`src/rtl/palette_arbiter_if.sv`:
```
// palette_arbiter_if
//   Bundles the three buses around the palette arbiter:
//   - pixel lookup port : pix_req, pix_addr -> pix_data, pix_valid
//   - host download port: dl_start, dl_slot, dl_valid, dl_byte -> dl_ready, dl_done, dl_err
//   - palette RAM port  : mem_addr, mem_we, mem_wdata -> mem_rdata
//   - optional readback : rb_req, rb_addr -> rb_data, rb_valid (PALETTE_READBACK_EN)
//   Modport slave is the arbiter side; modport master is the side that drives
//   the requests and hosts the RAM.
interface palette_arbiter_if;
   logic        pix_req;
   logic [9:0]  pix_addr;
   logic [23:0] pix_data;
   logic        pix_valid;

   logic        dl_start;
   logic [3:0]  dl_slot;
   logic        dl_valid;
   logic [7:0]  dl_byte;
   logic        dl_ready;
   logic        dl_done;
   logic        dl_err;

   logic [9:0]  mem_addr;
   logic        mem_we;
   logic [23:0] mem_wdata;
   logic [23:0] mem_rdata;

`ifdef PALETTE_READBACK_EN
   logic        rb_req;
   logic [9:0]  rb_addr;
   logic [23:0] rb_data;
   logic        rb_valid;

   modport slave (
      input  pix_req, pix_addr, dl_start, dl_slot, dl_valid, dl_byte, mem_rdata,
             rb_req, rb_addr,
      output pix_data, pix_valid, dl_ready, dl_done, dl_err, mem_addr, mem_we,
             mem_wdata, rb_data, rb_valid
   );
   modport master (
      output pix_req, pix_addr, dl_start, dl_slot, dl_valid, dl_byte, mem_rdata,
             rb_req, rb_addr,
      input  pix_data, pix_valid, dl_ready, dl_done, dl_err, mem_addr, mem_we,
             mem_wdata, rb_data, rb_valid
   );
`else
   modport slave (
      input  pix_req, pix_addr, dl_start, dl_slot, dl_valid, dl_byte, mem_rdata,
      output pix_data, pix_valid, dl_ready, dl_done, dl_err, mem_addr, mem_we,
             mem_wdata
   );
   modport master (
      output pix_req, pix_addr, dl_start, dl_slot, dl_valid, dl_byte, mem_rdata,
      input  pix_data, pix_valid, dl_ready, dl_done, dl_err, mem_addr, mem_we,
             mem_wdata
   );
`endif
endinterface

```
`src/rtl/palette_arbiter.sv`:
```
// palette_arbiter
//   Shares one single-port synchronous palette RAM (15 palettes x 64 entries
//   x 24 bit) between a fixed-latency pixel lookup port and a host download
//   port that streams R,G,B bytes per entry.
//   Ports:
//     clk     - system clock
//     reset_n - asynchronous active-low reset
//     bus     - palette_arbiter_if.slave (pixel, download, RAM, optional readback)
//   Optional feature macro: PALETTE_READBACK_EN adds a host readback port that
//   uses RAM cycles left free by pixel lookups and downloads.
//
//   state   | meaning
//   --------+-----------------------------------------------------------
//   IDLE    | no download active
//   COLLECT | dl_ready=1, gathering R, G, B bytes of the current entry
//   WRITE   | entry complete, waiting for a RAM cycle free of pix_req
//   DONE    | entry 63 written, dl_done high for this one cycle
module palette_arbiter (
   input  logic             clk,
   input  logic             reset_n,
   palette_arbiter_if.slave bus
);
   typedef enum logic [1:0] {IDLE, COLLECT, WRITE, DONE} state_t;

   state_t      state;
   logic [3:0]  slot;
   logic [5:0]  entry;
   logic [1:0]  byte_cnt;
   logic [23:0] entry_reg;
   logic        restart_pend;
   logic [3:0]  restart_slot;
   logic        dl_err_q;

   logic        pix_d1;
   logic        pix_valid_q;
   logic [23:0] pix_data_q;

   logic        wr_issue;
   logic        restart_now;
   logic [3:0]  restart_sel;

   // Pixel lookups always win the RAM cycle; a pending write simply waits.
   assign wr_issue = (state == WRITE) && !bus.pix_req;

   // A restart requested during WRITE is held until the write has gone out.
   always_comb begin
      restart_now = 1'b0;
      restart_sel = bus.dl_slot;
      if (state == WRITE) begin
         restart_now = wr_issue && (bus.dl_start || restart_pend);
         if (!bus.dl_start)
            restart_sel = restart_slot;
      end else begin
         restart_now = bus.dl_start;
      end
   end

`ifdef PALETTE_READBACK_EN
   logic        rb_pend;
   logic        rb_d1;
   logic        rb_valid_q;
   logic [23:0] rb_data_q;
   logic        rb_serve;

   // rb_pend keeps a held rb_req from being served a second time.
   assign rb_serve = bus.rb_req && !bus.pix_req && !wr_issue && !rb_pend;

   always_ff @(posedge clk or negedge reset_n) begin
      if (!reset_n) begin
         rb_pend    <= 1'b0;
         rb_d1      <= 1'b0;
         rb_valid_q <= 1'b0;
         rb_data_q  <= '0;
      end else begin
         rb_d1      <= rb_serve;
         rb_valid_q <= rb_d1;
         if (rb_d1)
            rb_data_q <= bus.mem_rdata;
         if (rb_serve)
            rb_pend <= 1'b1;
         else if (rb_valid_q)
            rb_pend <= 1'b0;
      end
   end

   assign bus.rb_valid = rb_valid_q;
   assign bus.rb_data  = rb_data_q;
`endif

   // RAM port is combinational so the pixel address reaches the RAM in the
   // request cycle; reset_n gates it to zero asynchronously.
   always_comb begin
      bus.mem_addr  = '0;
      bus.mem_we    = 1'b0;
      bus.mem_wdata = '0;
      if (reset_n) begin
         if (bus.pix_req) begin
            bus.mem_addr = bus.pix_addr;
         end else if (wr_issue) begin
            bus.mem_addr  = {slot, entry};
            bus.mem_we    = 1'b1;
            bus.mem_wdata = entry_reg;
         end
`ifdef PALETTE_READBACK_EN
         else if (rb_serve) begin
            bus.mem_addr = bus.rb_addr;
         end
`endif
      end
   end

   always_ff @(posedge clk or negedge reset_n) begin
      if (!reset_n) begin
         state        <= IDLE;
         slot         <= '0;
         entry        <= '0;
         byte_cnt     <= '0;
         entry_reg    <= '0;
         restart_pend <= 1'b0;
         restart_slot <= '0;
         dl_err_q     <= 1'b0;
      end else begin
         dl_err_q <= 1'b0;
         if (restart_now) begin
            restart_pend <= 1'b0;
            byte_cnt     <= '0;
            entry        <= '0;
            entry_reg    <= '0;
            if (restart_sel != 4'hF) begin
               slot  <= restart_sel;
               state <= COLLECT;
            end else begin
               dl_err_q <= 1'b1;
               state    <= IDLE;
            end
         end else begin
            case (state)
               IDLE: ;
               COLLECT: begin
                  if (bus.dl_valid) begin
                     case (byte_cnt)
                        2'd0: begin
                           entry_reg[23:16] <= bus.dl_byte;
                           byte_cnt         <= 2'd1;
                        end
                        2'd1: begin
                           entry_reg[15:8] <= bus.dl_byte;
                           byte_cnt        <= 2'd2;
                        end
                        default: begin
                           entry_reg[7:0] <= bus.dl_byte;
                           byte_cnt       <= 2'd0;
                           state          <= WRITE;
                        end
                     endcase
                  end
               end
               WRITE: begin
                  if (wr_issue) begin
                     if (entry == 6'd63) begin
                        state <= DONE;
                     end else begin
                        entry <= entry + 6'd1;
                        state <= COLLECT;
                     end
                  end else if (bus.dl_start) begin
                     restart_pend <= 1'b1;
                     restart_slot <= bus.dl_slot;
                  end
               end
               DONE:    state <= IDLE;
               default: state <= IDLE;
            endcase
         end
      end
   end

   // Fixed two-cycle pixel pipeline: address in N, RAM data in N+1, output in N+2.
   always_ff @(posedge clk or negedge reset_n) begin
      if (!reset_n) begin
         pix_d1      <= 1'b0;
         pix_valid_q <= 1'b0;
         pix_data_q  <= '0;
      end else begin
         pix_d1      <= bus.pix_req;
         pix_valid_q <= pix_d1;
         if (pix_d1)
            pix_data_q <= bus.mem_rdata;
      end
   end

   assign bus.pix_valid = pix_valid_q;
   assign bus.pix_data  = pix_data_q;
   assign bus.dl_ready  = (state == COLLECT);
   assign bus.dl_done   = (state == DONE);
   assign bus.dl_err    = dl_err_q;
endmodule

```
`src/flat_wrapper.sv`:
```
// flat-port wrapper written by rule: the top's interface ports become plain ports
module palette_arbiter_flat 
  (clk, reset_n, bus_pix_req, bus_pix_addr, bus_dl_start, bus_dl_slot, bus_dl_valid, bus_dl_byte, bus_mem_rdata, bus_pix_data, bus_pix_valid, bus_dl_ready, bus_dl_done, bus_dl_err, bus_mem_addr, bus_mem_we, bus_mem_wdata);
  palette_arbiter_if bus_i ();
  input  logic clk;
  input  logic reset_n;
  input wire logic [$bits(bus_i.pix_req)-1:0] bus_pix_req;
  input wire logic [$bits(bus_i.pix_addr)-1:0] bus_pix_addr;
  input wire logic [$bits(bus_i.dl_start)-1:0] bus_dl_start;
  input wire logic [$bits(bus_i.dl_slot)-1:0] bus_dl_slot;
  input wire logic [$bits(bus_i.dl_valid)-1:0] bus_dl_valid;
  input wire logic [$bits(bus_i.dl_byte)-1:0] bus_dl_byte;
  input wire logic [$bits(bus_i.mem_rdata)-1:0] bus_mem_rdata;
  output wire logic [$bits(bus_i.pix_data)-1:0] bus_pix_data;
  output wire logic [$bits(bus_i.pix_valid)-1:0] bus_pix_valid;
  output wire logic [$bits(bus_i.dl_ready)-1:0] bus_dl_ready;
  output wire logic [$bits(bus_i.dl_done)-1:0] bus_dl_done;
  output wire logic [$bits(bus_i.dl_err)-1:0] bus_dl_err;
  output wire logic [$bits(bus_i.mem_addr)-1:0] bus_mem_addr;
  output wire logic [$bits(bus_i.mem_we)-1:0] bus_mem_we;
  output wire logic [$bits(bus_i.mem_wdata)-1:0] bus_mem_wdata;
  assign bus_i.pix_req = bus_pix_req;
  assign bus_i.pix_addr = bus_pix_addr;
  assign bus_i.dl_start = bus_dl_start;
  assign bus_i.dl_slot = bus_dl_slot;
  assign bus_i.dl_valid = bus_dl_valid;
  assign bus_i.dl_byte = bus_dl_byte;
  assign bus_i.mem_rdata = bus_mem_rdata;
  assign bus_pix_data = bus_i.pix_data;
  assign bus_pix_valid = bus_i.pix_valid;
  assign bus_dl_ready = bus_i.dl_ready;
  assign bus_dl_done = bus_i.dl_done;
  assign bus_dl_err = bus_i.dl_err;
  assign bus_mem_addr = bus_i.mem_addr;
  assign bus_mem_we = bus_i.mem_we;
  assign bus_mem_wdata = bus_i.mem_wdata;
  palette_arbiter u_core (.clk(clk), .reset_n(reset_n), .bus(bus_i));
endmodule
```
`config.mk`:
```
export PLATFORM = sky130hd
export DESIGN_NAME = palette_arbiter_flat
export DESIGN_NICKNAME = d
export VERILOG_FILES = /design/src/rtl/palette_arbiter_if.sv /design/src/rtl/palette_arbiter.sv /design/src/flat_wrapper.sv
export SDC_FILE = /design/constraint.sdc
export NUM_CORES = 1
export LEC_CHECK = 0
export ABC_AREA = 1
export CORE_MARGIN = 2
export CORE_UTILIZATION = 49
export DETAILED_ROUTE_END_ITERATION = 7
export GPL_TIMING_DRIVEN = 0
export MAX_ROUTING_LAYER = met4
export PLACE_DENSITY = 0.82
export SYNTH_ARGS = -nofsm -noshare
export SYNTH_HDL_FRONTEND = slang
export SYNTH_SLANG_ARGS = --single-unit
```
`constraint.sdc`:
```
create_clock -name clk -period 2.65 [get_ports clk]
set_input_delay 0.53 -clock clk [delete_from_list [all_inputs] [get_ports clk]]
set_output_delay 0.53 -clock clk [all_outputs]
set_load 0.02 [all_outputs]
```
Word level (Yosys, flattened, before mapping)

Index checks and enable logic that the tools add are counted.

Flip-flop bits (word level): 70
Input bits: 51
Output and inout bits: 63
Word-level logic and storage cells: 90

Add/subtract/negate cells: 1
Eq/ne operators: 12
Multiplexer cells: 39
Bitwise operators: 2
Reduce and logical (&&, ||, !) cells: 23

Operators by type and width:

| kind                                                                   | count |
|---|---|
| 24-bit 2-to-1 mux                                                      | 6 |
| 10-bit 2-to-1 mux                                                      | 3 |
| 6-bit 2-to-1 mux                                                       | 4 |
| 8-bit 2-to-1 mux                                                       | 3 |
| 3-bit AND reduction                                                    | 6 |
| 2-bit 2-to-1 mux                                                       | 8 |
| 2-bit nonzero test                                                     | 7 |
| 1-bit 2-to-1 mux                                                       | 11 |
| 4-bit 2-to-1 mux                                                       | 2 |
| 6-bit by 1-bit adder with 6-bit output (second input constant)         | 1 |
| 6-bit equality test (second input constant)                            | 1 |
| 3-bit by 2-bit != test with 1-bit output (second input constant)       | 2 |
| 2-bit case mux with 3 select lines                                     | 1 |
| 2-bit by 1-bit equality test with 1-bit output (second input constant) | 2 |
| 2-bit equality test (second input constant)                            | 2 |
| 2-bit by 1-bit != test with 1-bit output (second input constant)       | 2 |
| 4-bit != test (second input constant)                                  | 1 |
| 2-bit case mux with 2 select lines                                     | 1 |
| 2-bit AND reduction                                                    | 2 |
| 4-bit AND reduction                                                    | 1 |
| 4-bit nonzero test                                                     | 1 |
| 3-bit by 1-bit != test with 1-bit output (second input constant)       | 1 |
| 1-bit logical AND                                                      | 2 |
| 2-bit zero test                                                        | 1 |
| 5 further kinds                                                        | 6 |

Longest topological paths before layout

Word-level depth: 6
Mapped depth: 11
Mapped depth without buffers: 9

Worst setup path before layout

Ideal clock, no wire load.

Path type: reg-to-output
Start point: register u_core.state[0]
End point: output port bus_mem_addr[0]
Data arrival time: 1.379 ns
Data required time: 2.120 ns
Path slack: 0.741 ns
Stages on the path, launching flop included: 7
Buffers on the path: 1
Cells stage by stage: dfrtp_1 > inv_2 > nand2_4 > nor2_1 > nand2_1 > buf_2 > o21ai_0

Longest elaborated chain between the ends: 5

Ends and longest elaborated chain:

| what                   | line                   | text |
|---|---|---|
| from (decl)            | palette_arbiter.sv:25  | `state_t state;` |
| from (signal assigned) | palette_arbiter.sv:114 | `state <= IDLE;` |
| from (signal assigned) | palette_arbiter.sv:131 | `state <= COLLECT;` |
| from (signal assigned) | palette_arbiter.sv:134 | `state <= IDLE;` |
| 2-bit equality test    | palette_arbiter.sv:43  | `assign wr_issue = (state == WRITE) && !bus.pix_req;` |
| 1-bit logical AND      | palette_arbiter.sv:43  |  |
| 10-bit 2-to-1 mux      | palette_arbiter.sv:99  | `end else if (wr_issue) begin` |
| 10-bit 2-to-1 mux      | palette_arbiter.sv:97  | `if (bus.pix_req) begin` |
| 10-bit 2-to-1 mux      | palette_arbiter.sv:96  | `if (reset_n) begin` |
| to (decl)              | flat_wrapper.sv:19     | `output wire logic [$bits(bus_i.mem_addr)-1:0] bus_mem_addr;` |

Every way passes these cells.

Worst setup path after layout

Start point: register u_core.state[0]
End point: output port bus_mem_addr[1]

The elaborated chain is that of the path after synthesis.

==> results.py <==
metrics = {
    "status": {
        "status": "completed",
    },
    "place": {
        "globalplace.congestion": 0.853,
        "dp_hpwl_um": 5560,
        "io_buffer_count": 112,
        "dp_slack_ps": -594,
        "placed_cells": 558,
    },
    "floorplan": {
        "die_height_um": 86.3,
        "die_area_mm2": 0.00745,
        "die_w_um": 86.3,
        "core_mm2": 0.00668,
        "num_rows": 30,
        "io-pin-count": 114,
        "start_util_pct": 49.7,
    },
    "yosys": {
        "synth_cells": 366,
        "synthFlopType": "dfrtp_1",
        "synth_nets": 418,
        "synth_cell_types": 27,
        "ys_ff_latch": 70,
        "synth_edf_count": 0,
        "synthArstFlopShare_pct": 100,
        "synth_warnings": 0,
        "synth.avg_cell_area_um2": 9.07,
        "yosysSeqAreaShare_pct": 52.8,
        "synthesis.area_mm2": 0.00332,
    },
    "clocking": {
        "cts_max_level": 3,
        "clock_latency_ps": 330,
        "clock-root-buffer": "clkbuf_8",
        "cts_buffers": 9,
        "clockBufferDepth": 2,
        "clock_sinks": 70,
        "cts_tree": "built",
        "post_cts_buffers": 0,
        "cts.clk_slew.worst_paths_ps": 70,
    },
    "pwr": {
        "p_seq_share_pct": 44.5,
        "combPwrFrac_pct": 34.9,
        "switching_share_pct": 36.0,
        "switching_power_uw": 1300,
        "p_leak_uw": 0.00236,
        "ir_drop_v": 0.000479,
        "power_density_mw_per_mm2": 773,
        "p_clk_share_pct": 20.5,
        "intPower_uw": 2300,
    },
    "sta": {
        "drv_slew": 0,
        "worst_slew_pin_slew_ps": 415,
        "hold_violations": 0,
        "slew_headroom_pct": 72.3,
        "tns_ps": 0,
        "setup_viol": 0,
        "fmax_mhz": 401,
        "rsz0062_at_grt": "false",
        "fin_crit_ps": 2490,
        "skew_ps": 6.44,
        "fin_ws_ps": 158,
        "period_share_pct": 94.1,
    },
    "final_layout": {
        "multi_input_area_mm2": 0.00127,
        "layout_common_cells": "nand2_1 (78), clkdlybuf4s50_1 (76), dfrtp_1 (70)",
        "n_antenna_cell": 0,
        "final_common_cell": "nand2_1",
        "area_growth_syn_to_layout_pct": 40.3,
        "nets": 541,
        "instances_no_fill": 574,
        "drive_gt1_share_pct": 17.4,
        "ff_latch_area_mm2": 0.00175,
        "fill_cells": 570,
        "fin_util_pct": 69.7,
        "largest_reg_flops": 30,
    },
    "setup_path": {
        "r2r_slack_ps": 1100,
        "arrival_ps": 1960,
        "cp_max_fo": 10,
        "crit_type": "reg2out",
        "reg2regPathDepth": 8,
        "crit_required_ps": 2120,
        "worstSetupStartpointType": "flip-flop",
        "endpoint_kind": "primary output",
    },
    "routing": {
        "vias_per_cell": 4.91,
        "routedWlPerCell_um": 13.1,
        "dr.pass1.iters": 4,
        "first_iter_violations": 153,
        "route.detailed.drc": 0,
        "detail-route-antenna-nets": 0,
        "routed_wl_um": 7520,
        "vias": 2819,
    },
    "grt": {
        "grt_usage_pct": 21.1,
        "grt_pass1_vias": 2635,
        "grt_overflow": 0,
        "antenna_found_initial": 0,
        "grt_max_degree": 73,
        "grt_pass1_wl_um": 12000,
    },
    "run": {
        "max-cap-violations": 0,
    },
    "min_path": {
        "hold_class": "in2async",
    },
}
==> layout make-up <==
type	instances	share of cell area, %
multi-input combinational	227	27.2
clock inverter	4	0.483
sequential	70	37.6
clock buffer	12	3.12
timing repair buffer	112	22.9
inverter	55	4.43
buffer	14	2.10
tap	80	2.15
==> layer usage <==
| metal | track usage [%] | share of wire (%) | up-vias |
|---|---|---|---|
| met5 | - | 0 | - |
| met4 | 8.10 | 1.6 | 0 |
| met3 | 3.71 | 5.0 | 10 |
| met2 | 34.4 | 49 | 74 |
| met1 | 26.3 | 44 | 1317 |
| li1 | - | - | 1418 |
==> synthesized netlist by cell type, drive strengths merged, types with 2 or more instances <==
library cell,instances,area (um2)
nand2,83,334
dfrtp,70,1750
inv,55,206
nor2,38,153
o21ai,38,231
nand3,25,125
mux2,24,270
buf,10,81.3
a32o,5,50.1
clkbuf,4,15.0
o21a,4,30.0
a21oi,3,18.8
nand4,2,12.5
==> cells by family (layout without fill, tap and decap cells) <==
family / count (synthesis) / after routing / synth area share (%)
muxes: 24 / 24 / 8.14
adders and majority gates: 1 / 1 / 0.377
AOI/OAI and AO/OA: 52 / 52 / 10.4
and+or+nand+nor: 149 / 149 / 19.0
buffers and inverters: 69 / 197 / 9.12
xor gates and xnor gates: 1 / 1 / 0.264
DFF: 70 / 70 / 52.8
==> through the flow <==
step	hold slack (ps)	instance area [um2]	power (uW)
2_1_floorplan	234	3320	2450
3_3_place_gp	356	4540	2840
3_5_place_dp	360	4540	2890
4_1_cts	102	4680	3630
5_1_grt	116	4660	3870
6_report	90.3	4660	3600
==> power by group through the flow <==
stage,Clock [uW],Sequential [uW],Combinational (uW)
floorplan,0,1620,827
finish,740,1600,1260
detailed placement,0,1620,1270
global placement,0,1600,1240
CTS,761,1600,1270
global route,814,1640,1420
==> worst paths after layout <==
path,start,endpoint
setup / recovery,u_core.state[0],bus_mem_addr[1]
hold / removal,reset_n,u_core.bus.pix_data[14]
setup reg to reg,u_core.state[1],u_core.entry[2]
hold reg to reg,u_core.pix_d1,u_core.bus.pix_valid
max in group asynchronous,reset_n,u_core.state[0]
min in group clk,u_core.pix_d1,u_core.bus.pix_valid
==> critical path: stages (launching register included) <==
cell           delay (ps)
dfrtp_1               450
inv_2                 120
nand2_4                80
nor2_1                100
nand2_1               110
buf_2                 220
o21ai_0               190
dlygate4sd2_1         370
==> what timing repair did <==
action                     4_1_cts  5_1_grt
hold buffers                     0        0
setup endpoints to repair       35       15
resized for setup               35       25
hold endpoints to repair         0        0
Note: power is estimated with default switching activity, not from simulation.
